**config.mk**
```make
export PLATFORM = sky130hd
export DESIGN_NAME = tt_um_michaelbell_spi_peri
export DESIGN_NICKNAME = d
export VERILOG_FILES = /design/src/rtl/tt_um_michaelbell_spi_peri.sv
export SDC_FILE = /design/constraint.sdc
export NUM_CORES = 1
export LEC_CHECK = 0
export BUFFER_PORTS_ARGS = -buffer_cell sky130_fd_sc_hd__buf_2
export CAP_MARGIN = 20
export CORE_ASPECT_RATIO = 0.5
export CORE_UTILIZATION = 40
export DETAILED_ROUTE_END_ITERATION = 10
export MAX_ROUTING_LAYER = met4
export PLACE_DENSITY = 0.64
export SETUP_SLACK_MARGIN = 0.4
export SLEW_MARGIN = 30
export SYNTH_ARGS = -nofsm -noshare
export SYNTH_HDL_FRONTEND = slang
export SYNTH_SLANG_ARGS = --single-unit
```
**constraint.sdc**
```tcl
create_clock -name clk -period 8.6 [get_ports clk]
set_clock_uncertainty 0.2 [all_clocks]
set_input_delay 1.29 -clock clk [delete_from_list [all_inputs] [get_ports clk]]
set_output_delay 1.29 -clock clk [all_outputs]
set_load 0.01 [all_outputs]
```
**src/rtl/tt_um_michaelbell_spi_peri.sv**
```systemverilog
// SPI mode-0 peripheral with a 16 x 8 register file, single and quad reads,
// and a seven-segment view of any register nibble for on-board debugging.
module tt_um_michaelbell_spi_peri (
  input  logic       clk,
  input  logic       rst_n,
  input  logic       ena,
  input  logic [7:0] ui_in,
  output logic [7:0] uo_out,
  input  logic [7:0] uio_in,
  output logic [7:0] uio_out,
  output logic [7:0] uio_oe
);
  typedef enum logic [2:0] {IDLE, CMD, ADDR, WRITE, READ, QREAD} state_t;
  typedef enum logic [1:0] {MODE_WRITE, MODE_READ, MODE_QREAD} mode_t;

  state_t     r_state;
  mode_t      r_mode;
  logic [1:0] r_sckSync, r_csSync, r_mosiSync;
  logic       r_sckPrev, r_armed, r_qActive, r_nibLow, r_dbgSel;
  logic [2:0] r_bitCnt;
  logic [7:0] r_shift;
  logic [3:0] r_addr, r_dbgAddr, r_dataOut;
  logic [7:0] r_mem [16];

  logic       w_csHigh, w_sckRise, w_sckFall, w_unused;
  logic [7:0] w_byteIn, w_rdByte;
  logic [2:0] w_bitSel;
  logic [3:0] w_dbgData;
  logic [6:0] w_seg;

  assign w_csHigh  = r_csSync[1];
  assign w_sckRise = r_sckSync[1] & ~r_sckPrev;
  assign w_sckFall = ~r_sckSync[1] & r_sckPrev;
  assign w_byteIn  = {r_shift[6:0], r_mosiSync[1]};
  assign w_rdByte  = r_mem[r_addr];
  assign w_bitSel  = 3'd7 - r_bitCnt;
  assign w_dbgData = r_dbgSel ? r_mem[r_dbgAddr][7:4] : r_mem[r_dbgAddr][3:0];
  assign w_unused  = &{1'b0, ena, ui_in[7], uio_in[7:1]};

  always_comb begin
    w_seg = 7'h00;
    case (w_dbgData)
      4'h0: w_seg = 7'h3F;
      4'h1: w_seg = 7'h06;
      4'h2: w_seg = 7'h5B;
      4'h3: w_seg = 7'h4F;
      4'h4: w_seg = 7'h66;
      4'h5: w_seg = 7'h6D;
      4'h6: w_seg = 7'h7D;
      4'h7: w_seg = 7'h07;
      4'h8: w_seg = 7'h7F;
      4'h9: w_seg = 7'h6F;
      4'hA: w_seg = 7'h77;
      4'hB: w_seg = 7'h7C;
      4'hC: w_seg = 7'h39;
      4'hD: w_seg = 7'h5E;
      4'hE: w_seg = 7'h79;
      default: w_seg = 7'h71;
    endcase
  end

  assign uo_out  = {~r_csSync[1], w_seg};
  assign uio_out = {w_dbgData, r_dataOut};
  assign uio_oe  = r_qActive ? 8'hFF : 8'hF2;

  // The CS synchronizer resets to "low" and r_armed only sets once CS is seen
  // high, so a transaction cut by reset never resumes until CS cycles.
  always_ff @(posedge clk or negedge rst_n) begin
    if (!rst_n) begin
      r_state    <= IDLE;
      r_mode     <= MODE_WRITE;
      r_sckSync  <= 2'b00;
      r_csSync   <= 2'b00;
      r_mosiSync <= 2'b00;
      r_sckPrev  <= 1'b0;
      r_armed    <= 1'b0;
      r_qActive  <= 1'b0;
      r_nibLow   <= 1'b0;
      r_dbgSel   <= 1'b0;
      r_dbgAddr  <= 4'h0;
      r_bitCnt   <= 3'd0;
      r_shift    <= 8'h00;
      r_addr     <= 4'h0;
      r_dataOut  <= 4'h0;
      for (int i = 0; i < 16; i++) r_mem[i] <= 8'h00;
    end else begin
      r_sckSync  <= {r_sckSync[0], ui_in[0]};
      r_csSync   <= {r_csSync[0], ui_in[1]};
      r_mosiSync <= {r_mosiSync[0], uio_in[0]};
      r_sckPrev  <= r_sckSync[1];
      r_dbgAddr  <= ui_in[5:2];
      r_dbgSel   <= ui_in[6];
      if (w_csHigh) begin
        r_state   <= IDLE;
        r_armed   <= 1'b1;
        r_qActive <= 1'b0;
        r_dataOut <= 4'h0;
      end else begin
        case (r_state)
          IDLE: begin
            if (r_armed) begin
              r_state  <= CMD;
              r_armed  <= 1'b0;
              r_bitCnt <= 3'd0;
            end
          end
          CMD: begin
            if (w_sckRise) begin
              r_shift  <= w_byteIn;
              r_bitCnt <= r_bitCnt + 3'd1;
              if (r_bitCnt == 3'd7) begin
                case (w_byteIn)
                  8'h02: begin r_mode <= MODE_WRITE; r_state <= ADDR; end
                  8'h03: begin r_mode <= MODE_READ;  r_state <= ADDR; end
                  8'h6B: begin r_mode <= MODE_QREAD; r_state <= ADDR; end
                  default: r_state <= IDLE;
                endcase
              end
            end
          end
          ADDR: begin
            if (w_sckRise) begin
              r_shift  <= w_byteIn;
              r_bitCnt <= r_bitCnt + 3'd1;
              if (r_bitCnt == 3'd7) begin
                r_addr   <= w_byteIn[3:0];
                r_nibLow <= 1'b0;
                case (r_mode)
                  MODE_READ:  r_state <= READ;
                  MODE_QREAD: r_state <= QREAD;
                  default:    r_state <= WRITE;
                endcase
              end
            end
          end
          WRITE: begin
            if (w_sckRise) begin
              r_shift  <= w_byteIn;
              r_bitCnt <= r_bitCnt + 3'd1;
              if (r_bitCnt == 3'd7) begin
                r_mem[r_addr] <= w_byteIn;
                r_addr        <= r_addr + 4'd1;
              end
            end
          end
          READ: begin
            if (w_sckFall) begin
              r_dataOut <= {2'b00, w_rdByte[w_bitSel], 1'b0};
              r_bitCnt  <= r_bitCnt + 3'd1;
              if (r_bitCnt == 3'd7) r_addr <= r_addr + 4'd1;
            end
          end
          QREAD: begin
            if (w_sckFall) begin
              r_qActive <= 1'b1;
              r_nibLow  <= ~r_nibLow;
              r_dataOut <= r_nibLow ? w_rdByte[3:0] : w_rdByte[7:4];
              if (r_nibLow) r_addr <= r_addr + 4'd1;
            end
          end
          default: r_state <= IDLE;
        endcase
      end
    end
  end
endmodule

```
==> impl_results.md <==
- Total vias in the final route: ~6500
- Number of distinct standard cells referenced by the synthesized netlist: 58
- Run status: finished, final reports clean
- Syn-to-layout area delta: 9.82%
- Gate power share: 0.080
- Core Rows: 39
- Kind of path behind the tightest hold check: reg2reg
- Detailed-routing iteration count for the pre-antenna-repair pass: 6
- Post-route setup TNS: 0 ns
- Measured slew at the worst slew-check pin: 1.00 ns
- Core area: between 20000 and 25000 sq um
- Number of nets with antenna violations after routing: 0
- Reported leakage power: ~4.6 nW
- Shortest clock period the worst path allows after layout: 5.90 ns
- Deepest level of the CTS H-tree: 4
- GR Overflow Total: 0
- Worst relative slew slack: 0.326
- Final estimated routing congestion in global placement: a little over 0.9
- Cell Pwr Density: 165 nW/um^2
- Instance area at placement: between 9000 and 10000 sq um
- Cell Area, Synth: around 9600 sq um
- Number of clock buffers inserted by TritonCTS: 17
- Vias in the first global route: approximately 6400
- Setup violation total in the final timing report: 0
- Critical path launch point type: flop
- CTS Root Buffer Type: sky130_fd_sc_hd__clkbuf_16
- Most used DFF post-synth: sky130_fd_sc_hd__dfrtp_1
- Switching share of power: 0.286
- Hold-fix buffer count after cts: 0
- Max Root-Sink Buffers: 2
- Antenna cell count: 0
- Clock insertion delay at the later pin of the skew report: 0.44 ns
- Routed Wire Length: approximately 25000 um
- Via/cell ratio: roughly 6.2
- Final Net Count: about 770
- Starting density of the core: 0.414
- Routed wire length per instance: ~23 um
- Max frequency: about 0.17 GHz
- Die area: around 25000 sq um
- X dimension of the die: between 200 and 250 um
- Period utilisation layout: 0.686
- Fraction of final layout cells with drive strength greater than 1: 0.378
- Area of all placed cells without fillers: 10500 sq um
- Maximum vdd ir drop: ~0.000074 V
- # IOs: between 40 and 50
- Count of mapped cells out of synthesis: 738
- Detailed router's first-iteration violation count: 769
- Portion of the post-synthesis area used by sequential elements: 0.433
- Part of the power in registers: 0.483
- Aggregate global-route resource usage: 0.216
- Type of element capturing the critical path: primary output
- Internal power summed over all cells: roughly 1.2 mW
- First-pass GRT wire length: 39100 um
- Max capacitance violation total: 0
- Mean cell area of the mapped netlist: between 10 and 15 sq um
- Yosys warnings: 0
- Number of synthesized flops with an enable pin: 0
- Number of fill cells in the layout: 2043
- Number of antenna violations at the first check in global routing: 0
- Arrival time of the worst setup path: around 4.4 ns
- Psw: 0.498 mW
- Pin count of the biggest net entering global routing: 95
- Post-CTS Repair Setup Buffers: 0
- DP Wirelength: between 15000 and 20000 um
- Fraction of synthesis flops using an asynchronous set or reset pin: 1.00
- Final design utilization: 0.454
- Clock tree from TritonCTS: built
- Count of unresolved DRC violations after routing: 0
- RSZ-0062 raised after global routing: false
- Clock power share: 0.437
- Number of sinks on the clock net: ~170
- Worst-path fanout max: 24
- Overall die height: 111 um
- Req. time, crit path: approximately 7.1 ns
- CTS clock-pin slew for the worst setup and hold paths: approximately 0.080 ns
- Start-to-end type of the worst setup path: reg2out
- Post-CTS Resized: 0
- Final Max Tran Viols: 0
- Number of hold-slack violations in the final timing report: 0
- Port bufs: 28
- Synthesis-stage register bit count: 166
critical path: stages, from the launching register on:
cell	delay [ns]
sky130_fd_sc_hd__dfrtp_1	0.77
sky130_fd_sc_hd__buf_4	0.50
sky130_fd_sc_hd__mux4_2	0.55
sky130_fd_sc_hd__mux2i_1	0.18
sky130_fd_sc_hd__mux2i_1	0.09
sky130_fd_sc_hd__o21ai_0	0.79
sky130_fd_sc_hd__inv_1	0.23
sky130_fd_sc_hd__ha_1	0.30
sky130_fd_sc_hd__mux2_2	0.28
sky130_fd_sc_hd__mux2i_1	0.12
sky130_fd_sc_hd__buf_2	0.15
cell type report:
type	instances	area [sq um]	area share
timing repair buffer	36	230	0.0219
sequential	166	4160	0.395
clock buffer	18	439	0.0417
tap	307	384	0.0365
clock inverter	14	155	0.0147
inverter	18	67.6	0.00642
multi-input combinational	499	5090	0.484
per-stage QoR:
stage	worst slack, ns	power (mW)	hold slack [ns]	cells
2_1_floorplan	4.24	0.930	0.131	742
3_3_place_gp	3.27	0.987	0.134	1025
3_5_place_dp	3.23	0.990	0.138	1025
4_1_cts	2.74	1.75	0.156	1057
5_1_grt	2.53	1.80	0.160	1058
6_report	2.70	1.74	0.154	1058
state kept, by name, indices dropped and copies added (netlist names), 3 cells and up:
| signal | count |
|---|---|
| r_addr | 4 |
| r_bitCnt | 3 |
| r_dataOut | 4 |
| r_dbgAddr | 4 |
| r_mem | 128 |
| r_shift | 7 |
| r_state | 3 |
layout by cell type, fill, tap and decap left out, drive strengths merged, types with 14 or more instances in the layout:
| cell type | Yosys | final |
|---|---|---|
| dfrtp | 166 | 166 |
| mux2 | 149 | 149 |
| mux2i | 60 | 60 |
| mux4 | 59 | 59 |
| buf | 36 | 36 |
| nor2 | 30 | 30 |
| nand2 | 28 | 28 |
| inv | 18 | 24 |
| clkbuf | 23 | 18 |
| o22ai | 15 | 15 |
| ha | 14 | 14 |
power groups by stage:
stage | Clock (mW) | Sequential [mW] | Combinational, mW
after detailed placement | 0 | 0.853 | 0.137
after global placement | 0 | 0.852 | 0.134
final | 0.761 | 0.841 | 0.138
after CTS | 0.771 | 0.838 | 0.137
after global routing | 0.804 | 0.843 | 0.152
after floorplan | 0 | 0.812 | 0.118
worst paths after layout:
check,slack [ns],end,start,cells past startpoint
min in group asynchronous,0.51,r_mem[0],rst_n,1
setup reg to reg,4.70,r_dataOut[1],r_addr[0],6
max in group asynchronous,6.72,r_dbgAddr[0],rst_n,2
hold / removal,0.15,r_mosiSync[1],r_mosiSync[0],0
setup / recovery,2.70,uo_out[3],r_dbgAddr[1],10
hold reg to reg,0.15,r_mosiSync[1],r_mosiSync[0],0
synth_stat cells (6+ instances only):
master / number / area [sq um]
sky130_fd_sc_hd__dfrtp_1: 166 / 4150
sky130_fd_sc_hd__mux2_2: 149 / 1680
sky130_fd_sc_hd__mux2i_1: 60 / 601
sky130_fd_sc_hd__mux4_2: 56 / 1260
sky130_fd_sc_hd__nor2_1: 30 / 113
sky130_fd_sc_hd__nand2_1: 28 / 105
sky130_fd_sc_hd__clkbuf_1: 23 / 86.3
sky130_fd_sc_hd__inv_1: 17 / 63.8
sky130_fd_sc_hd__o22ai_1: 15 / 93.8
sky130_fd_sc_hd__buf_2: 14 / 70.1
sky130_fd_sc_hd__ha_1: 14 / 175
sky130_fd_sc_hd__nor2b_1: 13 / 81.3
sky130_fd_sc_hd__buf_1: 11 / 41.3
sky130_fd_sc_hd__o21ai_0: 11 / 55.1
sky130_fd_sc_hd__a21oi_1: 9 / 45.0
sky130_fd_sc_hd__buf_4: 9 / 67.6
sky130_fd_sc_hd__nor3_1: 9 / 45.0
sky130_fd_sc_hd__a22oi_1: 8 / 60.1
sky130_fd_sc_hd__a31oi_1: 6 / 37.5
cells by family after synthesis:
logic type | share of synthesized area
mux | 0.377
buf+inv | 0.0371
other cells | 0.000391
fa+ha+maj | 0.0183
xor+xnor | 0.00183
flops | 0.433
compound gates | 0.0632
simple gates | 0.0684
metal layers:
layer | vias to the layer above | global-route usage | routed length (um)
met5 | - | - | 0
met4 | 0 | 0.0485 | 233
met3 | 21 | 0.0377 | 1520
met2 | 230 | 0.312 | 10900
met1 | 3484 | 0.317 | 12000
li1 | 2800 | - | -
No activity file was read; power rests on OpenSTA's default activity.
